## src/rtl/wf_gather_cnt_pkg.sv

```systemverilog
// Shared constants and elaboration helpers for the warp gather counter.
package wf_gather_cnt_pkg;

   localparam int NUM_WARP_DEF = 16;
   localparam int CNT_W_DEF    = 3;
   localparam int TARGET_DEF   = 4;
   localparam int WID_W        = $clog2(NUM_WARP_DEF);

   function automatic int wid_width(input int num_warp);
      return (num_warp > 1) ? $clog2(num_warp) : 1;
   endfunction

   // A gather target must be reachable and must fit in the count field.
   function automatic bit target_ok(input int target, input int cnt_w);
      return (target >= 1) && (target <= (1 << cnt_w) - 1);
   endfunction

endpackage

```

## src/rtl/wf_gather_cnt_ext.sv

```systemverilog
// Count table: 1R1W array with a registered read address and unreset contents.
module wf_gather_cnt_ext
   import wf_gather_cnt_pkg::*;
#(
   parameter int DEPTH = NUM_WARP_DEF,
   parameter int W     = CNT_W_DEF,
   parameter int AW    = wid_width(NUM_WARP_DEF)
) (
   input  logic          clock,
   input  logic          rd_en,
   input  logic [AW-1:0] rd_addr,
   output logic [W-1:0]  rd_data,
   input  logic          wr_en,
   input  logic [AW-1:0] wr_addr,
   input  logic [W-1:0]  wr_data
);

   logic [W-1:0]  mem [DEPTH];
   logic [AW-1:0] addr_q;

   // Reading through the held address means a write landing on the same
   // edge as the address capture is seen by the next read.
   always_ff @(posedge clock) begin
      if (rd_en) addr_q <= rd_addr;
      if (wr_en) mem[wr_addr] <= wr_data;
   end

   assign rd_data = mem[addr_q];

endmodule

```

## src/rtl/wf_gather_cnt_ctrl.sv

```systemverilog
// Per-warp arrival counter: two-stage read/modify/write pipeline that raises a
// done handshake when a slot collects TARGET arrivals.
module wf_gather_cnt_ctrl
   import wf_gather_cnt_pkg::*;
#(
   parameter int NUM_WARP = NUM_WARP_DEF,
   parameter int CNT_W    = CNT_W_DEF,
   parameter int TARGET   = TARGET_DEF,
   localparam int WW      = wid_width(NUM_WARP)
) (
   input  logic          clock,
   input  logic          reset_n,
   input  logic          req_valid,
   output logic          req_ready,
   input  logic [WW-1:0] req_wid,
   input  logic          req_clr,
   output logic          done_valid,
   input  logic          done_ready,
   output logic [WW-1:0] done_wid,
   output logic          busy
);

   if (!target_ok(TARGET, CNT_W)) begin : g_bad_target
      $error("wf_gather_cnt_ctrl: TARGET out of range for CNT_W");
   end

   localparam logic [CNT_W-1:0] TGT = CNT_W'(TARGET);

   logic [NUM_WARP-1:0] live;
   logic                s1_valid;
   logic [WW-1:0]       s1_wid;
   logic                s1_clr;
   logic [CNT_W-1:0]    rd_data;
   logic [CNT_W-1:0]    old_cnt;
   logic [CNT_W-1:0]    new_cnt;
   logic                stall;
   logic                accept;
   logic                s1_go;
   logic                hit;
   logic                wr_en;

   assign stall     = done_valid && !done_ready;
   assign req_ready = !(s1_valid && stall);
   assign accept    = req_valid && req_ready;
   assign s1_go     = s1_valid && !stall;

   // A dead slot reads as zero whatever stale value the table holds.
   assign old_cnt = live[s1_wid] ? rd_data : '0;
   assign new_cnt = old_cnt + CNT_W'(1);
   assign hit     = s1_go && !s1_clr && (new_cnt == TGT);
   assign wr_en   = s1_go && !s1_clr && (new_cnt != TGT);
   assign busy    = s1_valid || done_valid;

   wf_gather_cnt_ext #(
      .DEPTH (NUM_WARP),
      .W     (CNT_W),
      .AW    (WW)
   ) u_table (
      .clock   (clock),
      .rd_en   (accept),
      .rd_addr (req_wid),
      .rd_data (rd_data),
      .wr_en   (wr_en),
      .wr_addr (s1_wid),
      .wr_data (new_cnt)
   );

   always_ff @(posedge clock) begin
      if (!reset_n) begin
         live       <= '0;
         s1_valid   <= 1'b0;
         s1_wid     <= '0;
         s1_clr     <= 1'b0;
         done_valid <= 1'b0;
         done_wid   <= '0;
      end else begin
         if (accept) begin
            s1_valid <= 1'b1;
            s1_wid   <= req_wid;
            s1_clr   <= req_clr;
         end else if (!stall) begin
            s1_valid <= 1'b0;
         end

         if (s1_go) live[s1_wid] <= !(s1_clr || hit);

         // hit implies the register is empty or draining this edge.
         if (hit) begin
            done_valid <= 1'b1;
            done_wid   <= s1_wid;
         end else if (done_ready) begin
            done_valid <= 1'b0;
         end
      end
   end

endmodule

```

## config.mk

```make
export PLATFORM = sky130hd
export DESIGN_NAME = wf_gather_cnt_ctrl
export DESIGN_NICKNAME = d
export VERILOG_FILES = /design/src/rtl/wf_gather_cnt_pkg.sv /design/src/rtl/wf_gather_cnt_ext.sv /design/src/rtl/wf_gather_cnt_ctrl.sv
export SDC_FILE = /design/constraint.sdc
export NUM_CORES = 1
export LEC_CHECK = 0
export CAP_MARGIN = 10
export CORE_MARGIN = 5
export CORE_UTILIZATION = 49
export CTS_CLUSTER_SIZE = 24
export DETAILED_ROUTE_END_ITERATION = 6
export GPL_ROUTABILITY_DRIVEN = 0
export HOLD_SLACK_MARGIN = 0.15
export PLACE_DENSITY = 0.67
export SLEW_MARGIN = 20
export SYNTH_ARGS = -nofsm -noshare
export SYNTH_HDL_FRONTEND = slang
export SYNTH_SLANG_ARGS = --single-unit
```

## constraint.sdc

```tcl
create_clock -name clock -period 8.7 [get_ports clock]
set_input_delay 0.87 -clock clock [delete_from_list [all_inputs] [get_ports clock]]
set_output_delay 0.87 -clock clock [all_outputs]
set_load 0.01 [all_outputs]
```

==> results.json <==
{
  "die_x_um": 98.1,
  "worst_slack_ps": 5040,
  "p_int_uw": 578,
  "worst_path_class_setup": "reg2reg",
  "cts.htree.levels": 3,
  "critical_path.cell_chain": "mux4_1, and2_1, a211oi_1, a211oi_1, ha_1, nand2b_1, mux2i_4, buf_8, nor4_2",
  "drt_pass1_iterations": 5,
  "route.detailed.wl_per_inst_um": 19.0,
  "worst_setup_slack_post_dpl_ps": 5020,
  "core_util_final": 0.546,
  "worst_slew_margin_rel": 0.334,
  "synth_sequential_area_ratio": 0.574,
  "final_cells": 400,
  "grt_first_pass_wirelength_mm": 12.9,
  "status": "finished clean",
  "power_frac_clock": 0.354,
  "max_rail_drop_vdd_mv": 0.0837,
  "clock_tree_from_tritoncts": "built",
  "dr.first_iter.drc_count": 173,
  "synthesized_netlist_cell_count": 288,
  "ys_async_sr_fraction": 0,
  "post-route-drc-count": 0,
  "finalInstanceArea_sq_mm": 0.00418,
  "crit_path_required_time_ps": 8750,
  "final_hold_viol_count": 0,
  "design.portCount": 16,
  "worst_path_max_delay_cell": "dfxtp_1",
  "grt_start_max_net_pins": 48,
  "min_period_over_period": 0.420,
  "initial_core_util": 0.497,
  "slew_viol_final": 0,
  "r2r_cells": 9,
  "coreArea_sq_mm": 0.00765,
  "timing_worst_slew_pin_value_ps": 999,
  "critical_path.reg2reg.endpoint": "u_table.mem[13][2]$_DFFE_PP_",
  "post_cts_resize_count": 0,
  "synth_nets": 299,
  "final_layout_size_suffix_gt1_frac": 0.158,
  "fmax_ghz": 0.273,
  "grt-ovfl-total": 0,
  "worst-endpoint-arrival_ps": 3710,
  "synth.avg_cell_area_sq_um": 13.2,
  "max-cap-violations": 0,
  "p_comb_frac": 0.072,
  "dp_hpwl_mm": 4.94,
  "share_seq_of_total_power": 0.573,
  "clock_path_buffers": 2,
  "startpoint_type": "flip-flop",
  "flow.area_growth_from_synthesis_pct": 9.98,
  "timing.critical_path.to_type": "flip-flop",
  "route.vias.total": 2391,
  "dp_cells": 384,
  "final_period_minus_worst_setup_slack_ps": 3660,
  "power-per-cell-area_mw_per_mm2": 181,
  "avgViaCountPerCell": 5.98,
  "cts.clk_slew.worst_paths_ps": 80,
  "setup_repair_after_global_routing_missed_its_margin": "false",
  "net-switching-power_uw": 177,
  "synth_flop_cell": "edfxtp_1",
  "grtUsageTotal": 0.172,
  "hold_depth": 2,
  "synth_edf_count": 52,
  "switching_share": 0.235,
  "design.final.nets": 304,
  "post-cts-setup-buffer-count": 0,
  "leakagePower_nw": 1.35,
  "setup_tns_ps": 0,
  "worstHoldStart": "u_table.addr_q[2]$_DFFE_PP_",
  "fin_worst_skew_ps": 10.1,
  "setup_viol": 0,
  "worstSkewPairLatency_ps": 340,
  "n_fill_cell": 635,
  "route.antenna.remaining_nets": 0,
  "cts_num_sinks": 83,
  "maximum_fanout_encountered_on_the_critical_timing_path": 19,
  "hold_path_class": "reg2reg",
  "synthDistinctLibCells": 36,
  "cts_buffers": 9,
  "floorplan.die_area_sq_mm": 0.00962,
  "number_of_global_route_vias_before_repair": 2363,
  "worst-r2r-setup-slack_ps": 5040,
  "place_area_sq_mm": 0.00399,
  "ctsHoldBuffers": 0,
  "io_buffer_count": 15,
  "synth_area_sq_mm": 0.00380,
  "insertedDiodeCount": 0,
  "std_cell_rows": 32,
  "grt_antenna_before_repair": 0,
  "cts_root_buf": "clkbuf_8",
  "critical_path.max_stage_delay_ps": 710,
  "overall_die_height_um": 98.1,
  "route.final.wire_length_mm": 7.61,
  "synth_seq_cells": 83,
  "crit_path_frequent_cell": "a211oi_1",
  "synth-warning-count": 0
}
==> metrics by stage <==
| step | hold slack, ps | power, mW |
|---|---|---|
| after floorplan | 415 | 0.480 |
| after global placement | 441 | 0.496 |
| after detailed placement | 443 | 0.496 |
| after CTS | 461 | 0.759 |
| after global routing | 473 | 0.784 |
| final | 454 | 0.755 |
==> how the worst max path moves through the flow <==
stage,endpoint,start,slack (ps)
6_report,u_table.mem[13][2]$_DFFE_PP_,flip-flop,5040
5_1_grt,u_table.mem[13][1]$_DFFE_PP_,flip-flop,4760
4_1_cts,u_table.mem[13][2]$_DFFE_PP_,flip-flop,5010
3_5_place_dp,u_table.mem[13][2]$_DFFE_PP_,flip-flop,5020
3_3_place_gp,u_table.mem[0][0]$_DFFE_PP_,flip-flop,4890
2_1_floorplan,u_table.mem[10][0]$_DFFE_PP_,flip-flop,5760
==> layout by cell type, fill, tap and decap left out, types with 3 or more instances in the layout <==
cell             instances
mux2i_1                  7
nand2b_1                 6
clkbuf_8                 9
dfxtp_1                 31
o21ai_0                 16
a21boi_0                 6
o211ai_1                12
mux4_1                  11
mux4_2                   6
nor4_2                  13
o311ai_0                 4
nand2_1                 33
nor2b_1                  4
nand3_1                 16
nand4_1                  3
or2_2                    3
nor2_1                  15
inv_1                    5
nor4_1                   3
or3_1                    3
edfxtp_1                52
clkdlybuf4s50_1         15
==> layer usage <==
metal	vias to the layer above	GRT usage	part of all wire
met1	1192	0.246	0.45
met5	-	0	0
met4	0	0.0671	0.018
met2	77	0.258	0.48
li1	1112	-	-
met3	10	0.0343	0.049
==> state kept, by name (all words and copies together) (netlist names), named ones only <==
| name | cells |
|---|---|
| u_table.addr_q | 4 |
| s1_clr | 1 |
| u_table.mem | 48 |
| live | 16 |
| done_wid | 4 |
| s1_valid | 1 |
| s1_wid | 4 |
| done_valid | 1 |
==> power groups by stage <==
| stage | clock network, mW | registers (mW) | logic (mW) |
|---|---|---|---|
| CTS | 0.271 | 0.433 | 0.0548 |
| global placement | 0 | 0.442 | 0.0543 |
| finish | 0.268 | 0.433 | 0.0547 |
| global route | 0.290 | 0.435 | 0.0598 |
| floorplan | 0 | 0.435 | 0.0455 |
| detailed placement | 0 | 0.442 | 0.0545 |
==> cell usage after synthesis, types with 2 or more instances <==
cell      number  area share
nor2b_1        4      0.0066
or3_1          3      0.0049
buf_4          2      0.0040
o311ai_0       4      0.0092
nor2_1        16       0.016
mux2i_1        7       0.018
edfxtp_1      52        0.41
nand3_1       16       0.021
ha_1           2      0.0066
or2_2          3      0.0049
dfxtp_1       31        0.16
o21ai_0       16       0.021
mux4_2         6       0.036
nand2_1       33       0.033
nand4_1        3      0.0049
mux4_1        11       0.076
buf_6          3      0.0089
a211oi_1       2      0.0040
a21boi_0       6       0.012
inv_1          5      0.0049
o211ai_1      12       0.024
nor4_1         3      0.0049
clkbuf_1      17       0.017
buf_2          2      0.0026
nor4_2        13       0.043
nand2b_1       6      0.0099
==> area by class of cell <==
cell class / instances / area [sq um] / share of cell area
Tap cell: 102 / 128 / 0.0305
Multi-Input combinational cell: 176 / 1480 / 0.354
Sequential cell: 83 / 2180 / 0.522
Clock buffer: 9 / 124 / 0.0296
Clock inverter: 7 / 67.6 / 0.0162
Timing Repair Buffer: 18 / 180 / 0.0431
Inverter: 5 / 18.8 / 0.00449
==> logic make-up (layout without fill, tap and decap cells) <==
family | Yosys count | count (layout) | synth area share
and+or+nand+nor | 104 | 104 | 0.163
DFF | 83 | 83 | 0.574
AOI/OAI and AO/OA | 43 | 43 | 0.0767
buffers and inverters | 29 | 39 | 0.0372
muxes | 26 | 26 | 0.140
adders and majority gates | 2 | 2 | 0.00658
xor gates and xnor gates | 1 | 1 | 0.00231
==> worst max-delay path: cells and delay by family (launching register included) <==
family,cells,cell delay [ps]
mux,2,1190
flops,1,710
simple gates,3,480
compound gates,2,460
fa+ha+maj,1,280
buf+inv,1,250
(Power assumes the default switching activity.)
